[src/rtl/booth4_mult_seq_pkg.sv]
`default_nettype none
// ============================================================================
// Module      : booth4_mult_seq_pkg
// Description : Shared types and helpers for the radix-4 Booth sequential
//               multiplier: FSM states, Booth op codes, counter sizing.
// Revision    : 1.0 - initial release
// ============================================================================
package booth4_mult_seq_pkg;

  // Sequencer states
  typedef enum logic [1:0] {
    ST_IDLE = 2'd0,
    ST_RUN  = 2'd1,
    ST_DONE = 2'd2
  } booth4_state_e;

  // Booth partial-product selections
  typedef enum logic [2:0] {
    OP_NONE = 3'd0,
    OP_ADD1 = 3'd1,
    OP_ADD2 = 3'd2,
    OP_SUB1 = 3'd3,
    OP_SUB2 = 3'd4
  } booth4_op_e;

  // Iteration counter width; never narrower than one bit
  function automatic int booth4_cnt_w(input int iter);
    return (iter <= 1) ? 1 : $clog2(iter);
  endfunction

  // Radix-4 Booth recoding of the three low product bits {Q1, Q0, q_1}
  function automatic booth4_op_e booth4_decode(input logic [2:0] bits);
    booth4_op_e op;
    case (bits)
      3'b001, 3'b010: op = OP_ADD1;
      3'b011:         op = OP_ADD2;
      3'b100:         op = OP_SUB2;
      3'b101, 3'b110: op = OP_SUB1;
      default:        op = OP_NONE;
    endcase
    return op;
  endfunction

endpackage : booth4_mult_seq_pkg
`default_nettype wire

[src/rtl/booth4_mult_seq_enc.sv]
`default_nettype none
// ============================================================================
// Module      : booth4_enc
// Description : Combinational Booth encoder. Turns the three low product bits
//               and the guard-extended multiplicand into the signed addend.
// Revision    : 1.0 - initial release
// ============================================================================
module booth4_enc
  import booth4_mult_seq_pkg::*;
#(
  parameter int WIDTH = 32
) (
  input  logic [2:0]       i_bits,
  input  logic [WIDTH+1:0] i_m,
  output logic [WIDTH+1:0] o_addend
);

  logic [WIDTH+1:0] w_m2;
  booth4_op_e       w_op;

  // 2M cannot overflow because M already carries two sign-guard bits
  assign w_m2 = {i_m[WIDTH:0], 1'b0};
  assign w_op = booth4_decode(i_bits);

  // Select the addend; subtraction is two's complement negation mod 2^(WIDTH+2)
  always_comb begin
    o_addend = '0;
    case (w_op)
      OP_ADD1: o_addend = i_m;
      OP_ADD2: o_addend = w_m2;
      OP_SUB1: o_addend = -i_m;
      OP_SUB2: o_addend = -w_m2;
      default: o_addend = '0;
    endcase
  end

endmodule : booth4_enc
`default_nettype wire

[src/rtl/booth4_mult_seq.sv]
`default_nettype none
// ============================================================================
// Module      : booth4_mult_seq
// Description : Multi-cycle signed multiplier, radix-4 Booth, two multiplier
//               bits retired per clock. Start/ready handshake and overflow flag.
// Revision    : 1.0 - initial release
// ============================================================================
module booth4_mult_seq
  import booth4_mult_seq_pkg::*;
#(
  parameter int WIDTH = 32
) (
  input  logic             clock,
  input  logic             reset,
  input  logic             ctrl_mult,
  input  logic [WIDTH-1:0] data_operandA,
  input  logic [WIDTH-1:0] data_operandB,
  output logic [WIDTH-1:0] data_result,
  output logic [WIDTH-1:0] data_result_hi,
  output logic             data_exception,
  output logic             data_resultRDY,
  output logic             busy
);

  localparam int ITER   = WIDTH / 2;
  localparam int CNT_W  = booth4_cnt_w(ITER);
  localparam int P_W    = 2 * WIDTH + 3;
  localparam logic [CNT_W-1:0] c_last = CNT_W'(ITER - 1);

  // P = {ACC[WIDTH+1:0], Q[WIDTH-1:0], q_1}
  booth4_state_e    r_state;
  logic [CNT_W-1:0] r_count;
  logic [P_W-1:0]   r_p;
  logic [WIDTH+1:0] r_m;
  logic [WIDTH-1:0] r_lo;
  logic [WIDTH-1:0] r_hi;
  logic             r_exc;
  logic             r_rdy;
  logic             r_busy;

  logic [WIDTH+1:0] w_addend;
  logic [WIDTH+1:0] w_acc_sum;
  logic [P_W-1:0]   w_p_next;
  logic [WIDTH-1:0] w_hi_next;
  logic [WIDTH-1:0] w_lo_next;

  booth4_enc #(.WIDTH(WIDTH)) u_enc (
    .i_bits   (r_p[2:0]),
    .i_m      (r_m),
    .o_addend (w_addend)
  );

  // One Booth step: add the selected multiple, then arithmetic shift right by 2
  assign w_acc_sum = r_p[P_W-1:WIDTH+1] + w_addend;
  assign w_p_next  = {{2{w_acc_sum[WIDTH+1]}}, w_acc_sum, r_p[WIDTH:2]};
  assign w_hi_next = w_p_next[2*WIDTH:WIDTH+1];
  assign w_lo_next = w_p_next[WIDTH:1];

  // Sequencer: load, iterate, publish result with a one-cycle ready pulse
  always_ff @(posedge clock) begin
    if (reset) begin
      r_state <= ST_IDLE;
      r_count <= '0;
      r_p     <= '0;
      r_m     <= '0;
      r_lo    <= '0;
      r_hi    <= '0;
      r_exc   <= 1'b0;
      r_rdy   <= 1'b0;
      r_busy  <= 1'b0;
    end else begin
      case (r_state)
        ST_RUN: begin
          r_p     <= w_p_next;
          r_count <= r_count + 1'b1;
          if (r_count == c_last) begin
            r_lo    <= w_lo_next;
            r_hi    <= w_hi_next;
            r_exc   <= (w_hi_next != {WIDTH{w_lo_next[WIDTH-1]}});
            r_rdy   <= 1'b1;
            r_busy  <= 1'b0;
            r_state <= ST_DONE;
          end
        end
        default: begin
          // IDLE and DONE both accept a new start (back-to-back issue)
          r_rdy <= 1'b0;
          if (ctrl_mult) begin
            r_p     <= {{(WIDTH+2){1'b0}}, data_operandB, 1'b0};
            r_m     <= {{2{data_operandA[WIDTH-1]}}, data_operandA};
            r_count <= '0;
            r_busy  <= 1'b1;
            r_state <= ST_RUN;
          end else begin
            r_busy  <= 1'b0;
            r_state <= ST_IDLE;
          end
        end
      endcase
    end
  end

  assign data_result    = r_lo;
  assign data_result_hi = r_hi;
  assign data_exception = r_exc;
  assign data_resultRDY = r_rdy;
  assign busy           = r_busy;

endmodule : booth4_mult_seq
`default_nettype wire

[config.mk]
export PLATFORM = sky130hd
export DESIGN_NAME = booth4_mult_seq
export DESIGN_NICKNAME = d
export VERILOG_FILES = /design/src/rtl/booth4_mult_seq_pkg.sv /design/src/rtl/booth4_mult_seq_enc.sv /design/src/rtl/booth4_mult_seq.sv
export SDC_FILE = /design/constraint.sdc
export NUM_CORES = 1
export LEC_CHECK = 0
export CORE_ASPECT_RATIO = 1.75
export CORE_MARGIN = 1.5
export CORE_UTILIZATION = 55
export CTS_CLUSTER_DIAMETER = 200
export DETAILED_ROUTE_END_ITERATION = 16
export PLACE_DENSITY = 0.8
export SYNTH_ARGS = -nofsm -noshare
export SYNTH_HDL_FRONTEND = slang
export SYNTH_SLANG_ARGS = --single-unit
export TNS_END_PERCENT = 30
[constraint.sdc]
create_clock -name clock -period 6.7 [get_ports clock]
set_input_delay 1.34 -clock clock [delete_from_list [all_inputs] [get_ports clock]]
set_output_delay 1.34 -clock clock [all_outputs]
set_load 0.02 [all_outputs]
---- After elaboration in Yosys (flattened, before gate mapping) ----
Cells that the tools add are included.
word-level totals
  register bits after elaboration ......... 172
  output and inout port bits .............. 67
  word-level logic and storage cells ...... 46
cells by class
  add/sub/neg operators ................... 4
  equal/unequal tests ..................... 14
  mux-type cells .......................... 12
  bitwise operators ....................... 1
  reduce and logical (&&, ||, !) cells .... 6
operator list
  cell                                                              number
  34-bit one-hot mux with 4 select lines                            1
  67-bit two-way mux                                                2
  34-bit negator                                                    2
  34-bit adder                                                      1
  32-bit inequality test                                            1
  3-bit by 2-bit == test with 1-bit output (second input constant)  4
  3-bit == test (second input constant)                             4
  3-bit one-hot mux with 4 select lines                             1
  4-bit two-way mux                                                 2
  3-bit by 1-bit == test with 1-bit output (second input constant)  2
  2-bit OR reduction                                                3
  4-bit by 1-bit adder with 4-bit output (second input constant)    1
  4-bit == test (second input constant)                             1
  1-bit two-way mux                                                 4
  2-bit two-way mux                                                 2
  2-bit AND reduction                                               2
  2-bit by 1-bit == test with 1-bit output (second input constant)  1
  2-bit inequality test (second input constant)                     1
  2-bit nonzero test                                                1
  1-bit inverter                                                    1

---- Logic depth before layout (Yosys ltp) ----
Gate-level depths: netlist of run 1.
  depth in word-level cells ............... 7
  mapped depth ............................ 23
  gate-level depth less buffers ........... 21

---- Cells and area by module ----
A second synthesis of run 1 with hierarchy kept.
second synthesis, totals
  cell total of the unflattened synthesis .. 1218
  area, all modules ....................... 9760.6 µm²
modules (own cells, without submodules)
  module           instances  cells an instance  area each (µm²)  sequential area each (µm²)
  booth4_mult_seq  1          897                7681.1           3383.2
  booth4_enc       1          321                2079.5           0.0

---- Least setup slack after synthesis of run 1 ----
Ideal clock, no wire load.
  path kind ............................... flip-flop to flip-flop
  start ................................... reg r_m[5]
  end ..................................... reg r_exc, in the netlist data_exception
  library setup time ...................... 124 ps
  data arrival time ....................... 4637 ps
  slack ................................... 1939 ps
  cell stages (with the launch flop) ...... 21
  buffers on the path ..................... 2
  period minus slack after synthesis ...... 4761 ps
  cells stage by stage .................... dfxtp_1 clkbuf_1 nor3_1 nand2b_1 nor3_1 nand3_1 or3_1 o311a_1 o32ai_1 ha_1 clkbuf_1 a21oi_1 o21ai_0 a211oi_1 o21ai_0 a311o_1 or3_1 a2111oi_0 nand4b_1 mux2i_1 a31oi_1
between the ends
  word-level cells in the longest chain between the ends .. 4
ends and longest elaborated chain
  what                                        RTL line                                              source
  from (decl)                                 booth4_mult_seq.sv:34                                 logic [WIDTH+1:0] r_m;
  from (signal assigned)                      booth4_mult_seq.sv:90                                 r_m <= {{2{data_operandA[WIDTH-1]}}, data_operandA};
  34-bit negator, on equally long branches    booth4_mult_seq_enc.sv:31, booth4_mult_seq_enc.sv:32
  34-bit one-hot mux with 4 select lines (*)  booth4_mult_seq_enc.sv:28                             case (w_op)
  34-bit adder (*)                            booth4_mult_seq.sv:54                                 assign w_acc_sum = r_p[P_W-1:WIDTH+1] + w_addend;
  32-bit inequality test (*)                  booth4_mult_seq.sv:79                                 r_exc <= (w_hi_next != {WIDTH{w_lo_next[WIDTH-1]}});
  to (signal assigned)                        booth4_mult_seq.sv:79
  to (decl)                                   booth4_mult_seq.sv:37                                 logic r_exc;
Mark *: on every way between the ends. The rest lies on a longest branch, timed or not.
A chain may end at the register's enable or synchronous reset.

---- Worst setup path in the final report of run 1 ----
  start ................................... reg r_m[1]
  end ..................................... reg r_exc, in the netlist data_exception
Same word-level chain as after synthesis.

==> results_dict.tcl, run 1 <==
set metrics [dict create \
    antenna_found_initial 0 \
    tightest_slew_ps 1274 \
    antenna_cells 0 \
    dieArea_um2 18990 \
    initial_core_util_pct 55.77 \
    synthCells 1212 \
    grt-busiest-layer "met2" \
    synth_top_area_share_pct 33.91 \
    period_share_pct 85.38 \
    post-place-ws_ps 1071 \
    final_nets 1385 \
    synth_area_leader_cell "dfxtp_1" \
    crit_chain "inv_1 > ha_1 > nand2_1 > nor3_1 > nand3_1 > or3_1 > o311a_1 > o32ai_1 > ha_1 > a21oi_1 > o21ai_0 > a211oi_1 > o21ai_0 > a311o_1 > or3_1 > a2111oi_0 > nand4b_1 > mux2i_1 > a31oi_1" \
    drive_gt1_share_pct 5.483 \
    grt_max_degree 70 \
    max_stage_delay_ps 450 \
    synth_area_um2 9978 \
    placed_cells 1497 \
    num_vias 9700 \
    cp.arrival_ps 6040 \
    drt_iter0_drc 624 \
    root_buffer "clkbuf_16" \
    synth_nets 1315 \
    io_buffers 133 \
    synth_flop_cell "dfxtp_1" \
    clock-sinks 169 \
    max_cap_viol_count 0 \
    synthTopCellsByArea "dfxtp_1 34%, a22o_1 7.5%, nand2_1 5.6%" \
    slew_headroom_pct 14.62 \
    viasPerCell 6.344 \
    cts_hold_buf 0 \
    cts_inserted_buffers 17 \
    max_freq_ghz 0.1748 \
    syn_area_per_cell_um2 8.233 \
    wl_per_cell_um 19.63 \
    grt_pass1_vias 9732 \
    slowest_stage "ha_1" \
    hold_class "reg -> reg" \
    setup_viol_count_final 0 \
    grt_use_met2_pct 56.47 \
    p_total_mw 2.700 \
    multi_input_area_um2 6075 \
    p_per_area_nw_per_um2 228.6 \
    power_leakage_nw 4.698 \
    finalHoldViolCount 0 \
    grt_first_pass_wirelength_um 48330 \
    cts_setup_buffers 0 \
    grtUsageTotal_pct 31.79 \
    areaGrowthSynthToFinish_pct 18.38 \
    rows 65 \
    slew_violations 0 \
    ios 134 \
    h-tree-depth 4 \
    ys_seq_area_share_pct 33.91 \
    ys_seq_elements 169 \
    overflow 0 \
    firstDrtPassIters 6 \
    fin_ws_ps 979.6 \
    path_clk_slew_ps 70 \
    clk_path_buf_depth 2 \
    status "complete, no violations" \
    peakVddDrop_mv 0.2731 \
    final_cell_area_um2 11810 \
    post-route-util_pct 66.02 \
    routed_wl_um 30010 \
    drcViolationCount 0 \
    regArea_um2 3383 \
    postCtsResizedCells 0 \
    finalSetupTns_ps 0 \
    async_flop_share_pct 0 \
    crit_fanout 11 \
    tritoncts "built" \
    end_kind "register" \
    place_area_um2 11230 \
    worstSetupPathType "reg -> reg" \
    drtAntennaViolNets 0 \
    fill_cells 1555 \
    clk-insertion-delay-late_ps 440 \
    cp-start-kind "register" \
    cp.required_ps 7020 \
    finClkSkew_ps 7.776 \
    grt_use_met1_pct 32.42 \
    synthDistinctLibCells 79 \
    detailed_place_hpwl_um 22170 \
    fp.dieH_um 181.2 \
    place.gp.congestion 0.9862 \
    period_needed_ps 5720 \
    grt.met3_usage_pct 6.421 \
    ys_warn_count 0 \
    stdcell_count 1529 \
    synth_edf_count 0 \
    core-area_um2 17890 \
    timing.hold.ws_ps 467.0 \
    grt_setup_unrepaired "no" \
    die_width_um 104.8 \
]
## area by class of cell
| type | instances | share of cell area, % |
|---|---|---|
| repair buffers | 145 | 11.95 |
| inverters | 17 | 0.5402 |
| multi-input cells | 932 | 51.42 |
| well taps | 234 | 2.479 |
| flip-flops and latches | 169 | 28.64 |
| clock inverters | 14 | 1.250 |
| clock buffers | 18 | 3.718 |
## kinds of logic after synthesis
family,count (synthesis),share of synthesized area (%)
mux,38,3.824
compound gates,411,28.78
simple gates,387,18.24
flops,169,33.91
xor+xnor,60,5.266
buf+inv,111,5.392
fa+ha+maj,36,4.589
## layout by cell type (no fill, tap or decap), drive strengths merged, types with 5 or more instances in the layout
master         count
nor4               7
o21ai             86
inv               20
o211ai            15
nand3             20
a22o              88
xnor2             31
ha                35
and4               6
a21oi             82
dfxtp            169
nand4             11
a22oi             19
nand3b             5
o21a               5
or3               18
nor3              30
clkdlybuf4s50    131
nand2            151
a221o              5
clkinv             9
a211oi            39
mux2i             37
and2               9
nor2              89
buf               14
and3               8
a21o              17
o221ai             6
or4                8
xor2              29
clkbuf            18
nand2b            10
## Yosys cell counts (all sizes together) (6+ instances only)
master / number
a21o: 17
and3: 8
ha: 35
a22oi: 19
and2: 9
a22o: 88
nand2b: 10
a211oi: 39
xor2: 29
buf: 7
clkbuf: 84
o21ai: 86
or4: 8
o221ai: 6
nor4: 7
a21oi: 82
nor3: 30
inv: 16
nor2: 89
nand3: 20
o211ai: 15
and4: 6
dfxtp: 169
or3: 18
xnor2: 31
nand2: 151
nand4: 11
mux2i: 37
## registers in the layout (all words and copies together), names as in the netlist
register,count
r_state,2
r_p,65
r_m,32
r_count,4
data_exception,1
data_resultRDY,1
data_result_hi,32
data_result,32
## worst max-delay path, delay by kind of cell (launching register included)
family / cells / cell delay [ps]
buf+inv: 1 / 80
flops: 1 / 340
compound gates: 9 / 2550
mux: 1 / 240
simple gates: 6 / 1710
fa+ha+maj: 2 / 670
## layer usage
layer  part of all wire [%]  vias up
li1                       -     4623
met1                     36     4588
met2                     52      361
met3                    4.9      128
met4                    7.0        0
met5                      0        -
## power by group
group          internal (mW)  switching, mW
clock network          0.562          0.431
registers               1.05         0.0527
logic                  0.238          0.371
total                   1.85          0.855
## path summary, 6_finish.rpt
path                      start            endpoint  slack, ps  cells after the start
max reg2reg              r_m[1]      data_exception        980                     19
min          data_result_hi[28]  data_result_hi[28]        470                      2
min reg2reg  data_result_hi[28]  data_result_hi[28]        470                      2
max                      r_m[1]      data_exception        980                     19
No activity file was read; power rests on OpenSTA's default activity.
==> run 2: changes to the inputs <==
==> constraint.sdc (replaced) <==
create_clock -name clock -period 6.7 [get_ports clock]
set_input_delay 0.67 -clock clock [delete_from_list [all_inputs] [get_ports clock]]
set_output_delay 0.67 -clock clock [all_outputs]
set_load 0.02 [all_outputs]
==> run 2 against run 1 <==
Compared with the run above: hold slack got worse by 12 ps; critical path type unchanged; clock skew rose by 4.0 ps; critical endpoint unchanged; largest power group unchanged; cell count did not move; register-to-register slack got worse by 60 ps; sequential power barely moved; utilization fell by 0.13 points.
==> results_dict.tcl, run 2 (same netlist as run 1, synthesis figures left out) <==
set metrics [dict create \
    finalHoldViolCount 0 \
    p_sw_share_pct 32.28 \
    drive_gt1_share_pct 5.405 \
    grt_pass1_vias 9571 \
    sequentialPowerShare_pct 41.1 \
    ios 134 \
    r2r_start "r_m[1]" \
    cp.arrival_ps 6100 \
    hold_start "data_result_hi[28]" \
    cts_setup_buffers 0 \
    final_nets 1385 \
    drcViolationCount 0 \
    grt_max_degree 77 \
    max_freq_ghz 0.1729 \
    initial_core_util_pct 55.77 \
    antenna_cells 0 \
    firstDrtPassIters 5 \
    grt_setup_unrepaired "no" \
    clk_path_buf_depth 2 \
    period_needed_ps 5782 \
    layout_commonest_cell "dfxtp_1" \
    cp.required_ps 7020 \
    hold_end "data_result_hi[28]" \
    p_switching_mw 0.8613 \
    crit_fanout 11 \
    tritoncts "built" \
    io_buffers 133 \
    r2r_slack_ps 920 \
    hold_class "reg -> reg" \
    end_kind "register" \
    drtAntennaViolNets 0 \
    max_stage_delay_ps 440 \
    cp-startpoint "r_m[1]" \
    rows 65 \
    timing.hold.ws_ps 455.3 \
    slew_violations 0 \
    tightest_slew_ps 1306 \
    crit_chain "inv_1 > ha_1 > nand2_1 > nor3_1 > nand3_1 > or3_1 > o311a_1 > o32ai_1 > ha_1 > a21oi_1 > o21ai_0 > a211oi_1 > o21ai_0 > a311o_1 > or3_1 > a2111oi_0 > nand4b_1 > mux2i_1 > a31oi_1" \
    dieArea_um2 18990 \
    peakVddDrop_mv 0.2799 \
    r2r-end "data_exception" \
    finalSetupTns_ps 0 \
    viasPerCell 6.329 \
    areaGrowthSynthToFinish_pct 18.14 \
    whs_path_depth 2 \
    h-tree-depth 4 \
    worstRegToRegCells 19 \
    fill_cells 1557 \
    p_int_mw 1.807 \
    die_width_um 104.8 \
    core-area_um2 17890 \
    grtUsageTotal_pct 31.89 \
    status "complete, no violations" \
    power_leakage_nw 4.664 \
    p_clk_share_pct 36.0 \
    worstSetupPathType "reg -> reg" \
    path_clk_slew_ps 70 \
    slew_headroom_pct 12.44 \
    routed_wl_um 30260 \
    clock-sinks 169 \
    drt_iter0_drc 672 \
    cp-start-kind "register" \
    power_frac_comb_pct 22.8 \
    period_share_pct 86.30 \
    clk-insertion-delay-late_ps 450 \
    place.gp.congestion 0.9953 \
    wl_per_cell_um 19.79 \
    overflow 0 \
    max_cap_viol_count 0 \
    postCtsResizedCells 0 \
    largest_reg_flops 65 \
    slowest_stage "nor3_1" \
    largest-register "r_p" \
    setup_viol_count_final 0 \
    root_buffer "clkbuf_16" \
    antenna_found_initial 0 \
    fp.dieH_um 181.2 \
    num_vias 9677 \
    finClkSkew_ps 11.82 \
    final_cell_mix "169 x dfxtp_1, 150 x nand2_1, 131 x clkdlybuf4s50_1, 87 x nor2_1, 86 x a22o_1" \
    cts_hold_buf 0 \
    grt_first_pass_wirelength_um 48150 \
    p_per_area_nw_per_um2 226.4 \
    detailed_place_hpwl_um 22010 \
    cts_inserted_buffers 17 \
]
run 2: cell count changes in the layout (fill, tap and decap cells not counted):
cell / before / now
clkinv_2: 6 / 3
clkinv_4: 3 / 1
clkinvlp_4: 0 / 5
bufinv_16: 2 / 1
clkbuf_1: 0 / 1
inv_8: 2 / 1
inv_6: 1 / 2
run 2: critical path: cells and delay by family (launching register included):
kind	cells	cell delay [ps]
AO/OA/AOI/OAI	9	2590
AND/OR/NAND/NOR	6	1760
adder cells (fa/ha/maj)	2	670
flip-flops	1	350
multiplexers	1	210
buffers and inverters	1	90
run 2: layer usage:
metal / GRT usage (%) / part of all wire [%]
met5: 0 / 0
met4: 23.12 / 6.7
met3: 7.107 / 5.4
met2: 56.63 / 51
met1: 32.36 / 37
run 2: area by class of cell:
class / instances / area [um^2] / share of cell area [%]
multi-input combinational: 932 / 6075 / 51.53
timing repair buffer: 145 / 1411 / 11.97
clock buffer: 19 / 442.9 / 3.757
tap: 234 / 292.8 / 2.484
inverter: 17 / 63.81 / 0.5413
clock inverter: 13 / 120.1 / 1.019
sequential: 169 / 3383 / 28.70
run 2: power groups by stage:
stage	registers (mW)	logic, mW	clock network (mW)
after floorplan	1.09	0.471	0
after global placement	1.12	0.590	0
after detailed placement	1.12	0.598	0
after CTS	1.10	0.604	0.971
after global routing	1.10	0.664	1.01
final	1.10	0.610	0.961
run 2: how the worst max path moves through the flow:
| stage | endpoint | slack, ps | cells after the start |
|---|---|---|---|
| final | data_exception | 920 | 19 |
| after floorplan | data_exception | 1940 | 20 |
| after CTS | data_exception | 1050 | 19 |
| after global placement | data_exception | 1140 | 19 |
| after detailed placement | data_exception | 1080 | 19 |
| after global routing | data_exception | 630 | 18 |
run 2: stage by stage:
step           worst slack, ps  utilization, %  power, mW  cell area, um^2  std cells
2_1_floorplan             1939               -      1.563             9978       1212
3_3_place_gp              1137           62.74      1.708            11230       1497
3_5_place_dp              1083           62.74      1.716            11230       1497
4_1_cts                   1047           65.89      2.670            11790       1529
5_1_grt                  628.9           65.89      2.775            11790       1529
6_report                 917.7           65.89      2.668            11790       1529
